## src/rtl/uart_pkg.sv

```systemverilog
// Shared state encoding and data width for the UART transmit arbiter.
// Constants only: no latency.
// No flow control of its own.
package uart_pkg;

  localparam int UART_DATA_W = 8;

  typedef enum logic [1:0] {
    IDLE   = 2'd0,
    LAUNCH = 2'd1,
    WAIT   = 2'd2
  } arb_state_t;

endpackage

```

## src/rtl/uart_tx_arbiter_rr_pick.sv

```systemverilog
// Round-robin picker: first asserted req after last_grant, wrapping.
// Purely combinational, zero latency.
// No flow control; any=0 when no request is present.
module rr_pick
  import uart_pkg::*;
#(
  parameter int NUM_REQ = 4,
  parameter int IDX_W   = $clog2(NUM_REQ)
) (
  input  logic [NUM_REQ-1:0] req,
  input  logic [IDX_W-1:0]   last_grant,
  output logic [NUM_REQ-1:0] grant,
  output logic [IDX_W-1:0]   grant_idx,
  output logic               any
);

  logic [IDX_W-1:0] cand;

  // Walk NUM_REQ slots starting one past the previous owner; first hit wins.
  always_comb begin
    grant     = '0;
    grant_idx = '0;
    any       = 1'b0;
    cand      = last_grant;
    for (int k = 0; k < NUM_REQ; k++) begin
      cand = (cand == IDX_W'(NUM_REQ - 1)) ? '0 : cand + IDX_W'(1);
      if (!any && req[cand]) begin
        any        = 1'b1;
        grant[cand] = 1'b1;
        grant_idx  = cand;
      end
    end
  end

endmodule

```

## src/rtl/uart_tx_arbiter.sv

```systemverilog
// Round-robin arbiter feeding one UART serializer; UART_TX_ARB_TIMEOUT_EN adds a WAIT watchdog.
// Accept at cycle N -> ser_start at N+1; completion edge at M -> next accept at M+1.
// req_ready only in IDLE for the winner; all requesters are held off while a frame is in flight.
module uart_tx_arbiter
  import uart_pkg::*;
#(
  parameter int          NUM_REQ        = 4,
  parameter logic [15:0] TIMEOUT_CYCLES = 16'd65535
) (
  input  logic                           clk,
  input  logic                           rst,
  input  logic [NUM_REQ-1:0]             req_valid,
  input  logic [UART_DATA_W*NUM_REQ-1:0] req_data,
  output logic [NUM_REQ-1:0]             req_ready,
  output logic                           ser_start,
  output logic [UART_DATA_W-1:0]         ser_data,
  input  logic                           ser_done,
  output logic                           busy,
  output logic [$clog2(NUM_REQ)-1:0]     grant_id,
  output logic                           timeout_err
);

  localparam int IDX_W = $clog2(NUM_REQ);

  arb_state_t         state;
  logic [IDX_W-1:0]   last_grant;
  logic [NUM_REQ-1:0] pick_grant;
  logic [IDX_W-1:0]   pick_idx;
  logic               pick_any;
  logic               ser_done_q;
  logic               done_edge;

`ifdef UART_TX_ARB_TIMEOUT_EN
  logic [15:0] wd_cnt;
`else
  logic unused_timeout;
  assign unused_timeout = ^TIMEOUT_CYCLES;
  assign timeout_err    = 1'b0;
`endif

  rr_pick #(
    .NUM_REQ(NUM_REQ),
    .IDX_W  (IDX_W)
  ) u_rr_pick (
    .req       (req_valid),
    .last_grant(last_grant),
    .grant     (pick_grant),
    .grant_idx (pick_idx),
    .any       (pick_any)
  );

  assign req_ready = (state == IDLE && !rst) ? pick_grant : '0;
  assign busy      = (state != IDLE);
  // Only a fresh low-to-high transition ends a frame; a level left high from
  // the previous frame must fall first.
  assign done_edge = ser_done && !ser_done_q;

  always_ff @(posedge clk) begin
    if (rst) begin
      state      <= IDLE;
      ser_start  <= 1'b0;
      ser_data   <= '0;
      grant_id   <= '0;
      last_grant <= IDX_W'(NUM_REQ - 1);
      ser_done_q <= 1'b0;
`ifdef UART_TX_ARB_TIMEOUT_EN
      timeout_err <= 1'b0;
      wd_cnt      <= '0;
`endif
    end else begin
      ser_done_q <= ser_done;
      ser_start  <= 1'b0;
`ifdef UART_TX_ARB_TIMEOUT_EN
      timeout_err <= 1'b0;
`endif
      case (state)
        IDLE: begin
          if (pick_any) begin
            ser_data  <= req_data[int'(pick_idx)*UART_DATA_W +: UART_DATA_W];
            grant_id  <= pick_idx;
            ser_start <= 1'b1;
            state     <= LAUNCH;
          end
        end
        LAUNCH: begin
          state <= WAIT;
`ifdef UART_TX_ARB_TIMEOUT_EN
          wd_cnt <= '0;
`endif
        end
        WAIT: begin
          if (done_edge) begin
            last_grant <= grant_id;
            state      <= IDLE;
          end
`ifdef UART_TX_ARB_TIMEOUT_EN
          // Give up on a stuck serializer; the owner still counts as served.
          else if (wd_cnt == TIMEOUT_CYCLES - 16'd1) begin
            timeout_err <= 1'b1;
            last_grant  <= grant_id;
            state       <= IDLE;
          end else begin
            wd_cnt <= wd_cnt + 16'd1;
          end
`endif
        end
        default: state <= IDLE;
      endcase
    end
  end

endmodule

```

## config.mk

```make
export PLATFORM = sky130hd
export DESIGN_NAME = uart_tx_arbiter
export DESIGN_NICKNAME = d
export VERILOG_FILES = /design/src/rtl/uart_pkg.sv /design/src/rtl/uart_tx_arbiter_rr_pick.sv /design/src/rtl/uart_tx_arbiter.sv
export SDC_FILE = /design/constraint.sdc
export NUM_CORES = 1
export LEC_CHECK = 0
export ABC_AREA = 1
export BUFFER_PORTS_ARGS = -buffer_cell sky130_fd_sc_hd__buf_2
export CAP_MARGIN = 15
export CORE_AREA = 2 2 63 65
export DETAILED_ROUTE_END_ITERATION = 8
export DIE_AREA = 0 0 65 67
export PLACE_DENSITY = 0.83
export SLEW_MARGIN = 40
export SYNTH_ARGS = -nofsm -noshare
export SYNTH_HDL_FRONTEND = slang
export SYNTH_SLANG_ARGS = --single-unit
```

## constraint.sdc

```tcl
create_clock -name clk -period 2.24 [get_ports clk]
set_input_delay 0.224 -clock clk [delete_from_list [all_inputs] [get_ports clk]]
set_output_delay 0.224 -clock clk [all_outputs]
set_load 0.03 [all_outputs]
```

==> After elaboration in Yosys (flattened, before gate mapping) <==
Cells that the tools add are included.
{ "classes": {"n_reduce_logical": 20, "div_mod_pow": 0, "addsub": 4, "magnitude_cmp": 8, "n_mul": 0, "muxes": 37, "eq_ne": 8, "shift": 1, "n_bitwise": 4} }
{ "ops": {"columns": ["op", "n"], "rows": [
  ["$shiftx 32x6->8", 1],
  ["$mux 2", 10],
  ["$mux 4", 5],
  ["$mux 1", 13],
  ["$lt 2x3->1 const B", 4],
  ["$or 4x4->4", 3],
  ["$eq 2x2->1 const B", 5],
  ["$logic_and 1x1->1", 9],
  ["$add 2x1->2 const B", 4],
  ["$bmux 1 s2", 4],
  ["$demux 1 s2", 4],
  ["$ge 2x1->1 const B", 4],
  ["$pmux 2 s3", 1],
  ["$reduce_and 2->1", 3],
  ["$logic_not 1->1", 5],
  ["$ne 2x2->1 const B", 2],
  ["$eq 2x1->1 const B", 1],
  ["$logic_not 2->1", 1],
  ["$reduce_bool 2->1", 1],
  ["$reduce_or 2->1", 1],
  ["$not 1->1", 1]
]} }
{ "totals": {"mem_bits_rw": 0, "word_cells": 88, "reg_bits": 16, "latch_bits": 0, "mem_bits_ro": 0, "n_memories": 0} }

==> Logic depth before layout (Yosys ltp) <==
Gate-level depths: netlist of run 1.
{ "depth": {"word_depth": 16, "mapped_depth": 17} }

==> Modules after synthesis <==
Synthesis of run 1 repeated with hierarchy kept, for this count alone.
{ "hier_totals": {"cells_unflattened": 282, "area_unflattened_um2": 1620.3} }
{ "by_module_without_submodules": {"columns": ["mod", "instances", "area_each_um2", "cells_each"], "rows": [
  ["uart_tx_arbiter", 1, 1044.8, 183],
  ["rr_pick", 1, 575.6, 99]
]} }

==> Worst setup path before layout of run 1 <==
OpenSTA, ideal clock, no wires.
{ "synth_timing": {"path_kind": "reg2out", "start": "register last_grant[0]", "end": "output req_ready[2]", "arrival_time_ns": 2.309, "path_buffers": 0, "stages_incl_launch_ff": 12, "required_time_ns": 2.016, "path_slack_ns": -0.293, "cell_sequence": "dfxtp_1 -> inv_1 -> ha_1 -> inv_1 -> nand2_2 -> nand2_4 -> nand2_1 -> nand2_4 -> nand3_4 -> nor2_1 -> nand2_1 -> a41oi_1"} }
{ "synth_between": {"elab_chain_cells": 15} }
{ "synth_lines": {"columns": ["item", "line", "rtl"], "rows": [
  ["from (decl)", "uart_tx_arbiter.sv:26", "logic [IDX_W-1:0] last_grant;"],
  ["from (signal assigned)", "uart_tx_arbiter.sv:64", "last_grant <= IDX_W'(NUM_REQ - 1);"],
  ["from (signal assigned)", "uart_tx_arbiter.sv:93", "last_grant <= grant_id;"],
  ["$add 2x1->2 / $eq 2x2->1 (equally long branches)", "uart_tx_arbiter_rr_pick.sv:26", "cand = (cand == IDX_W'(NUM_REQ - 1)) ? '0 : cand + IDX_W'(1);"],
  ["$mux 2 (*)", "uart_tx_arbiter_rr_pick.sv:26", null],
  ["$add 2x1->2, or another cell as far along", "uart_tx_arbiter_rr_pick.sv:26", null],
  ["$mux 2 / $mux 1 (equally long branches)", "uart_tx_arbiter_rr_pick.sv:26, uart_tx_arbiter_rr_pick.sv:27", null],
  ["$add 2x1->2, or another cell as far along", "uart_tx_arbiter_rr_pick.sv:26", null],
  ["$mux 2, or another cell as far along", "uart_tx_arbiter_rr_pick.sv:26", null],
  ["$add 2x1->2, or another cell as far along", "uart_tx_arbiter_rr_pick.sv:26", null],
  ["$mux 2, or another cell as far along", "uart_tx_arbiter_rr_pick.sv:26", null],
  ["$lt 2x3->1 (not written as such), or another cell as far along", "uart_tx_arbiter_rr_pick.sv:29", "grant[cand] = 1'b1;"],
  ["$logic_and 1x1->1 (not written as such), or another cell as far along", "uart_tx_arbiter_rr_pick.sv:29", null],
  ["$mux 1 (not written as such), or another cell as far along", "uart_tx_arbiter_rr_pick.sv:29", null],
  ["$demux 1 s2, or another cell as far along", null, null],
  ["$or 4x4->4 (no line) / $logic_and 1x1->1 (equally long branches)", null, null],
  ["$mux 4 (*)", "uart_tx_arbiter_rr_pick.sv:27", "if (!any && req[cand]) begin"],
  ["$mux 4 (*)", "uart_tx_arbiter.sv:52", "assign req_ready = (state == IDLE && !rst) ? pick_grant : '0;"],
  ["to (decl)", "uart_tx_arbiter.sv:14", "output logic [NUM_REQ-1:0] req_ready,"]
]} }
Every way passes the cells marked *; elsewhere a longest branch is shown, timed or not. The select of a mux whose other input is x is not followed.

==> Worst setup path in the final report of run 1 <==
{ "layout_timing": {"start": "register last_grant[0]", "end": "register ser_data[6]"} }
{ "layout_between": {"elab_chain_cells": 15} }
{ "layout_lines": {"columns": ["item", "line", "rtl"], "rows": [
  ["$add 2x1->2 / $eq 2x2->1 (equally long branches)", "uart_tx_arbiter_rr_pick.sv:26", null],
  ["$mux 2 (*)", "uart_tx_arbiter_rr_pick.sv:26", null],
  ["branches (longest 13 deep; another with $add 2x1->2)", null, null],
  ["to (signal assigned)", "uart_tx_arbiter.sv:79", "ser_data <= req_data[int'(pick_idx)*UART_DATA_W +: UART_DATA_W];"],
  ["to (decl)", "uart_tx_arbiter.sv:16", "output logic [UART_DATA_W-1:0] ser_data,"]
]} }
Mark *: on every way between the ends. The select of a mux whose other input is x is not followed.
A chain may end at the register's enable or synchronous reset.

==> results of run 1 <==
-- Yosys cell counts --
| master | count |
|---|---|
| nor3_4 | 1 |
| nor2_1 | 31 |
| dfxtp_1 | 16 |
| o211ai_1 | 3 |
| a31oi_1 | 1 |
| a21oi_1 | 3 |
| nand3_4 | 1 |
| nand2_1 | 66 |
| nand3_2 | 2 |
| nor2_4 | 2 |
| conb_1 | 1 |
| buf_6 | 3 |
| clkbuf_1 | 1 |
| inv_2 | 4 |
| inv_1 | 47 |
| nor3_1 | 1 |
| o21ai_0 | 5 |
| nor3b_1 | 2 |
| buf_2 | 3 |
| nor2_2 | 2 |
| a21oi_2 | 1 |
| nand4_2 | 1 |
| nor4_1 | 1 |
| nand2_2 | 12 |
| a41oi_1 | 1 |
| buf_4 | 2 |
| nand3_1 | 25 |
| ha_1 | 8 |
| nand2_4 | 3 |
| nand4_1 | 13 |
| a221oi_1 | 2 |
-- final timing paths --
check	to	slack (ns)
worst max register to register	ser_data[6]	-0.34
worst min register to register	last_grant[1]	0.53
worst min-delay path	ser_done_q	0.24
worst max-delay path	ser_data[6]	-0.34
-- per-layer routing --
metal  vias up  wire length [um]
met5         -                 0
met4         0               230
met3        28               493
met2       132              3280
met1       984              2470
li1       1003                 -
-- sequential cells by signal, summed over array words and instances (netlist names) --
name,cells
grant_id,2
state,2
ser_done_q,1
ser_start,1
last_grant,2
ser_data,8
-- cell type report --
type	instances	share of cell area
Inverter	51	0.0717
Tap cell	48	0.0222
Sequential cell	16	0.121
Multi-Input combinational cell	188	0.514
Timing Repair Buffer	94	0.251
Clock buffer	4	0.0203
-- through the flow --
stage / hold slack (ns) / setup WS [ns]
2_1_floorplan: 0.360 / 0.0133
3_3_place_gp: 0.457 / -0.00878
3_5_place_dp: 0.476 / -0.0757
4_1_cts: 0.245 / -0.0518
5_1_grt: 0.278 / -0.439
6_report: 0.244 / -0.341
-- cell families after synthesis --
family / after synthesis
simple gates: 163
buf+inv: 60
compound gates: 16
flops: 16
fa+ha+maj: 8
other cells: 1
-- critical path, cell delays in order, from the launching register on --
cell and delay [ns]:
dfxtp_4 0.37, ha_4 0.18, buf_4 0.15, o21ai_0 0.33, nand2_2 0.13, nand2_2 0.10
nand2_4 0.08, buf_4 0.15, nand4_4 0.13, inv_2 0.07, nor2_4 0.26, buf_6 0.18
nor2_1 0.06, nor2_1 0.12, nand2_1 0.10, inv_1 0.09
-- power breakdown --
group | total, mW | switching [mW] | internal (mW)
Clock | 0.260 | 0.103 | 0.156
Sequential | 0.377 | 0.0373 | 0.339
Combinational | 1.06 | 0.655 | 0.404
-- layout by cell type (no fill, tap or decap), types with 8 or more instances in the layout --
master    n
inv_2     8
inv_1    42
nand2_4  20
dfxtp_1  14
nand3_2  12
nand3_1  14
nand2_2  14
buf_4    23
nor2_1   28
buf_2    51
buf_6    18
nand4_1  13
nand2_1  46
-- what timing repair did --
action                                  4_1_cts  5_1_grt
gates resized for setup                      46       59
endpoints found under the setup margin        9       14
endpoints found under the hold margin         0        0
pin swaps                                    20       31
buffers inserted                             10       10
gates cloned                                  1        3
==> flow_summary.ini, run 1 <==
[die]
start_util = 0.442
coreArea_um2 = 3610
rows = 22
die-area_um2 = 4360
dieWidth_um = 65
ios = 56
die_y_um = 67

[layout]
antenna_cells = 0
drive_gt1_frac = 0.507
regArea_um2 = 328
fin_area_um2 = 2710
nNetsFinal = 401
utilization = 0.751
fillers = 247
fin_cells = 401
multi_input_area_um2 = 1390
areaGrowthSynthToFinish_pct = 69.8

[outcome]
status = complete, but fails checks
violations = setup timing

[routing]
routed_wl_um = 6470
ant_nets = 0
dr.first_iter.drc_count = 215
wl_per_cell_um = 16.1
vias = 2147
drt_drc_violations_left = 0
viasPerCell = 5.35
dr.pass1.iters = 5

[cts]
hold_buffers = 0
numCtsBuffers = 3
clk_pin_slew_ns = 0.06
clock-sinks = 16
htree_levels = 1
cts_root_buffer = clkbuf_8
clock_path_buffers = 2
clk_latency_ns = 0.26
cts_tree = built

[hold_path]
hold_path.class = input port to flop
min_from = ser_done
whs_path_depth = 3

[timing]
slew_headroom = 0.545
finalSetupTns_ns = -3.23
finalSetupViolations = 14
drv_slew = 0
tightest_slew_ns = 0.677
final-hold-violation-count = 0
rsz0062_at_grt = true
period_needed_ns = 2.58
fmax_mhz = 387
post-route-period-util = 1.15
skew_ns = 0.00501
layout_setup_ws_ns = -0.341

[yosys]
synth_top_family_by_area = simple AND/OR/NAND/NOR gates
yosysTopAreaCell = dfxtp_1
synth_seq_area_share = 0.201
yosysWarnings = 0
synth-xor-area-share = 0
synth-compound-area-share = 0.0651
synth_fp_nets = 311
synthSimpleGateAreaFrac = 0.506
synth_fa_ha_area_frac = 0.0628
synthMuxAreaShare = 0
synth.cell_area_um2 = 1590
yosysTopAreaCellShare = 0.201
yosys-top-cells-area = dfxtp_1 (20%), nand2_1 (16%), inv_1 (11%)
syn_avg_cell_area_um2 = 6.04
ys_types = 31
synth-seq-cells = 16
syn_inst = 264

[global_routing]
grt.met2_usage = 0.416
busiest_layer = met2
grt_max_degree = 13
met1_usage = 0.255
use_met3 = 0.0389
grt_first_pass_wirelength_um = 7530
gr-total-overflow = 0
grt_pass1_vias = 1755
grt.total_usage = 0.219
antenna_found_initial = 0

[worst_setup_path]
arrival_ns = 2.78
crit_path_start = last_grant[0]
start_kind = flop
rr_startpoint = last_grant[0]
end_kind = flop
crit_type = flop to flop
worst-endpoint-required_ns = 2.44
ff2ff_path_depth = 15
cp_max_fo = 7

[power_and_ir_drop]
p_leak_nw = 1.48
power_density_nw_per_um2 = 626
fin_total_pwr_mw = 1.70
vdd_drop_max_v = 0.000547

[placement]
dp.cells = 375
place_area_um2 = 2070
gp_congestion = 0.941
dpl.hpwl_um = 3120
io_buffers = 54

[job]
max_cap_violations = 0
Note: power is estimated with default switching activity, not from simulation.
==> inputs of run 2 (changes only) <==
--- a/config.mk
+++ b/config.mk
@@ -9,9 +9,12 @@
 export BUFFER_PORTS_ARGS = -buffer_cell sky130_fd_sc_hd__buf_2
 export CAP_MARGIN = 15
 export CORE_AREA = 2 2 63 65
+export CTS_CLUSTER_DIAMETER = 200
 export DETAILED_ROUTE_END_ITERATION = 8
 export DIE_AREA = 0 0 65 67
+export MAX_ROUTING_LAYER = met4
 export PLACE_DENSITY = 0.83
+export SETUP_SLACK_MARGIN = 0.15
 export SLEW_MARGIN = 40
 export SYNTH_ARGS = -nofsm -noshare
 export SYNTH_HDL_FRONTEND = slang
==> run 2 against run 1 <==
The flow still finishes with violations (setup timing). Final area up 6.3%. Core utilization up 4.7 points. Register-to-register slack better by 0.15 ns. Clock skew up 0.0094 ns. Power up 10%. Critical endpoint is now ser_data[7]. Largest cell class unchanged.
==> flow_summary.ini, run 2 (synthesis gave the netlist of run 1 again) <==
[global_routing]
gr-total-overflow = 0
grt.total_usage = 0.267
antenna_found_initial = 0
grt_pass1_vias = 1962
grt_first_pass_wirelength_um = 8900
grt_max_degree = 13

[hold_path]
min_delay_worst_endpoint = ser_done_q
hold_path.class = input port to flop
min_from = ser_done
whs_path_depth = 3

[cts]
hold_buffers = 0
htree_levels = 1
clock_path_buffers = 2
clk_latency_ns = 0.26
cts_root_buffer = clkbuf_8
clk_pin_slew_ns = 0.08
numCtsBuffers = 3
cts_tree = built
clock-sinks = 16

[routing]
viasPerCell = 5.62
wl_per_cell_um = 17.0
vias = 2270
routed_wl_um = 6860
drt_drc_violations_left = 0
dr.pass1.iters = 5
ant_nets = 0
dr.first_iter.drc_count = 237

[layout]
nNetsFinal = 404
areaGrowthSynthToFinish_pct = 80.5
largest_register_ffs = 8
layout_common_cells = buf_2 (50), nand2_1 (44), inv_1 (42)
utilization = 0.798
top_register = ser_data
final_common_cell = buf_2
drive_gt1_frac = 0.537
fillers = 193
antenna_cells = 0

[power_and_ir_drop]
p_leak_nw = 1.53
vdd_drop_max_v = 0.000583
power_density_nw_per_um2 = 648
fin_total_pwr_mw = 1.87

[placement]
gp_congestion = 0.928
dpl.hpwl_um = 3130
io_buffers = 54

[timing]
final-hold-violation-count = 0
skew_ns = 0.0144
tightest_slew_ns = 0.594
rsz0062_at_grt = true
finalSetupTns_ns = -1.31
fmax_mhz = 412
period_needed_ns = 2.43
slew_headroom = 0.601
post-route-period-util = 1.08
finalSetupViolations = 12
drv_slew = 0
layout_setup_ws_ns = -0.187

[job]
max_cap_violations = 0

[outcome]
violations = setup timing
status = complete, but fails checks

[die]
rows = 22
ios = 56
die_y_um = 67
start_util = 0.442
dieWidth_um = 65
die-area_um2 = 4360
coreArea_um2 = 3610

[worst_setup_path]
r2r-end = ser_data[7]
worstPathCellList = inv_2, ha_4, inv_6, nand2_4, nand2_4, nand2_2, nand2_4, nand2_4, buf_6, nand2_4, nand2_4, nand3_4, buf_12, buf_16, inv_2, nand2_1, nand3_1, nand2_1, nor2_1
end_kind = flop
arrival_ns = 2.60
max_stage_delay_ns = 0.39
slowest_stage = dfxtp_4
reg2reg_slack_ns = -0.19
cp_max_fo = 6
cpMostUsedCell = nand2_4
ff2ff_path_depth = 19
start_kind = flop
rr_startpoint = last_grant[1]
worst-endpoint-required_ns = 2.42
crit_type = flop to flop
## run 2: cell types whose count changed in the layout (fill, tap and decap cells not counted), sizes merged
cell	delta
buf	+3
## run 2: worst max-delay path, delay by kind of cell (launching register included)
kind,cells,cell delay (ns)
and+or+nand+nor,12,0.99
buffers and inverters,6,0.60
adders and majority gates,1,0.34
DFF,1,0.39
## run 2: metrics by stage
stage          cells  instance area, um2  setup slack [ns]  hold WS (ns)
2_1_floorplan    264                1660             0.153         0.360
3_3_place_gp     372                2060           -0.0243         0.460
3_5_place_dp     372                2060           -0.0279         0.465
4_1_cts          394                2620           -0.0597         0.210
5_1_grt          404                2880            -0.241         0.249
6_report         404                2880            -0.187         0.217
## run 2: layout make-up
| type | count | area, um2 | area share |
|---|---|---|---|
| Multi-Input combinational cell | 188 | 1470 | 0.510 |
| Timing Repair Buffer | 97 | 769 | 0.268 |
| Sequential cell | 16 | 328 | 0.114 |
| Inverter | 51 | 196 | 0.0683 |
| Tap cell | 48 | 60.1 | 0.0209 |
| Clock buffer | 4 | 55.1 | 0.0191 |
## run 2: power by group
group	total [mW]	internal [mW]	leakage [nW]	switching, mW
combinational	1.22	0.514	1.37	0.708
sequential	0.378	0.339	0.133	0.0388
clock	0.265	0.156	0.0288	0.109
## run 2: how the worst max path moves through the flow
stage	start	to	slack [ns]	cells after the start
2_1_floorplan	last_grant[1]	req_ready[1]	0.15	11
3_3_place_gp	last_grant[1]	req_ready[1]	-0.02	13
3_5_place_dp	last_grant[1]	req_ready[1]	-0.03	13
4_1_cts	last_grant[1]	req_ready[1]	-0.06	13
5_1_grt	last_grant[1]	ser_data[7]	-0.24	15
6_report	last_grant[1]	ser_data[7]	-0.19	19
## run 2: layer usage
layer  part of all wire  track usage
met4              0.052       0.0904
met5                  0            -
met1               0.36        0.300
met2               0.51        0.488
met3              0.076       0.0338
## run 2: what timing repair did
action                                  4_1_cts  5_1_grt
endpoints found under the setup margin       12       14
cloned                                        3        0
resized for setup                            76       43
pin swaps                                    20       34
setup buffers                                15       10
==> inputs of run 3 (changes only) <==
==> constraint.sdc (replaced) <==
create_clock -name clk -period 2.24 [get_ports clk]
set_input_delay 0.448 -clock clk [delete_from_list [all_inputs] [get_ports clk]]
set_output_delay 0.448 -clock clk [all_outputs]
set_load 0.03 [all_outputs]
==> run 3 against run 2 <==
Clock skew fell by 0.0079 ns. The flow still finishes with violations (setup timing). Hold slack improved by 0.21 ns. Largest power group unchanged. Maximum frequency fell by 7.5%. Critical endpoint is now req_ready[0].
==> flow_summary.ini, run 3 (synthesis gave the netlist of run 1 again) <==
[outcome]
status = complete, but fails checks
violations = setup timing

[placement]
gp_congestion = 0.883
dpl.hpwl_um = 3450
place_area_um2 = 2190
dp.cells = 383
io_buffers = 54

[hold_path]
whs_path_depth = 3
min_from = ser_done
hold_path.class = input port to flop

[worst_setup_path]
cp_max_fo = 7
end_kind = output pin
arrival_ns = 2.17
start_kind = flop
ff2ff_path_depth = 17
crit_path_start = last_grant[0]
rr_startpoint = last_grant[0]
crit_type = flop to output pin
worst-endpoint-required_ns = 1.79

[die]
coreArea_um2 = 3610
dieWidth_um = 65
rows = 22
start_util = 0.442
die-area_um2 = 4360
ios = 56
die_y_um = 67

[timing]
period_needed_ns = 2.62
slew_headroom = 0.557
fmax_mhz = 381
drv_slew = 0
fin_hold_ws_ns = 0.431
tightest_slew_ns = 0.658
rsz0062_at_grt = true
layout_setup_ws_ns = -0.383
skew_ns = 0.00652
post-route-period-util = 1.17
finalSetupViolations = 14
finalSetupTns_ns = -3.95
final-hold-violation-count = 0

[global_routing]
gr-total-overflow = 0
grt_max_degree = 13
antenna_found_initial = 0
grt_pass1_vias = 1904
grt.total_usage = 0.254
grt_first_pass_wirelength_um = 8510

[routing]
vias = 2181
viasPerCell = 5.31
routed_wl_um = 6560
ant_nets = 0
drt_drc_violations_left = 0
dr.first_iter.drc_count = 188
wl_per_cell_um = 16.0
dr.pass1.iters = 4

[power_and_ir_drop]
p_leak_nw = 1.51
power_density_nw_per_um2 = 627
vdd_drop_max_v = 0.000795

[layout]
largest_register_ffs = 8
utilization = 0.760
fillers = 245
drive_gt1_frac = 0.501
top_register = ser_data
final_common_cell = buf_2
areaGrowthSynthToFinish_pct = 72.0
nNetsFinal = 411
fin_cells = 411
layout_common_cells = buf_2 (50), nand2_1 (48), inv_1 (43)
antenna_cells = 0
fin_area_um2 = 2740

[cts]
hold_buffers = 0
clock-sinks = 16
cts_root_buffer = clkbuf_8
numCtsBuffers = 3
clk_latency_ns = 0.26
clk_pin_slew_ns = 0.06
clock_path_buffers = 2
htree_levels = 1
cts_tree = built

[job]
max_cap_violations = 0
[run 3: area by class of cell]
cell class | instances | area (um2) | share of cell area
repair buffers | 104 | 716 | 0.261
flip-flops and latches | 16 | 328 | 0.120
well taps | 48 | 60.1 | 0.0219
multi-input cells | 188 | 1380 | 0.504
inverters | 51 | 201 | 0.0735
clock buffers | 4 | 55.1 | 0.0201
[run 3: repair_timing]
item / in CTS / in global routing
endpoints found under the setup margin: 14 / 14
gates cloned: 0 / 1
setup buffers: 11 / 12
pin swaps: 10 / 21
resized for setup: 32 / 42
[run 3: power by group]
group / internal (mW) / switching [mW] / total, mW
Combinational: 0.426 / 0.649 / 1.08
Clock: 0.156 / 0.107 / 0.263
Sequential: 0.339 / 0.0397 / 0.379
[run 3: final timing paths]
kind | endpoint | slack (ns)
setup / recovery | req_ready[0] | -0.38
hold / removal | ser_done_q | 0.43
setup reg to reg | ser_data[3] | -0.30
hold reg to reg | last_grant[0] | 0.57
[run 3: metal layers]
layer | vias up | wire length [um] | global-route usage | share of wire
li1 | 1022 | - | - | -
met1 | 997 | 2420 | 0.292 | 0.37
met2 | 128 | 3270 | 0.468 | 0.50
met3 | 34 | 499 | 0.0372 | 0.076
met4 | 0 | 370 | 0.0559 | 0.056
met5 | - | 0 | - | 0
[run 3: critical path: stages (launching register included)]
cell,delay (ns)
dfxtp_4,0.37
ha_4,0.18
nor2_4,0.16
nand2_1,0.17
nand3_2,0.17
nand2_4,0.13
inv_2,0.15
nand2_1,0.11
o21ai_2,0.08
a31oi_2,0.07
a21oi_4,0.17
buf_6,0.15
[run 3: through the flow]
| stage | power, mW | worst slack [ns] |
|---|---|---|
| 3_5_place_dp | 1.16 | -0.0946 |
| 3_3_place_gp | 1.14 | -0.0288 |
| 2_1_floorplan | 0.935 | 0.118 |
| 5_1_grt | 1.81 | -0.438 |
| 4_1_cts | 1.49 | -0.272 |
| 6_report | 1.72 | -0.383 |
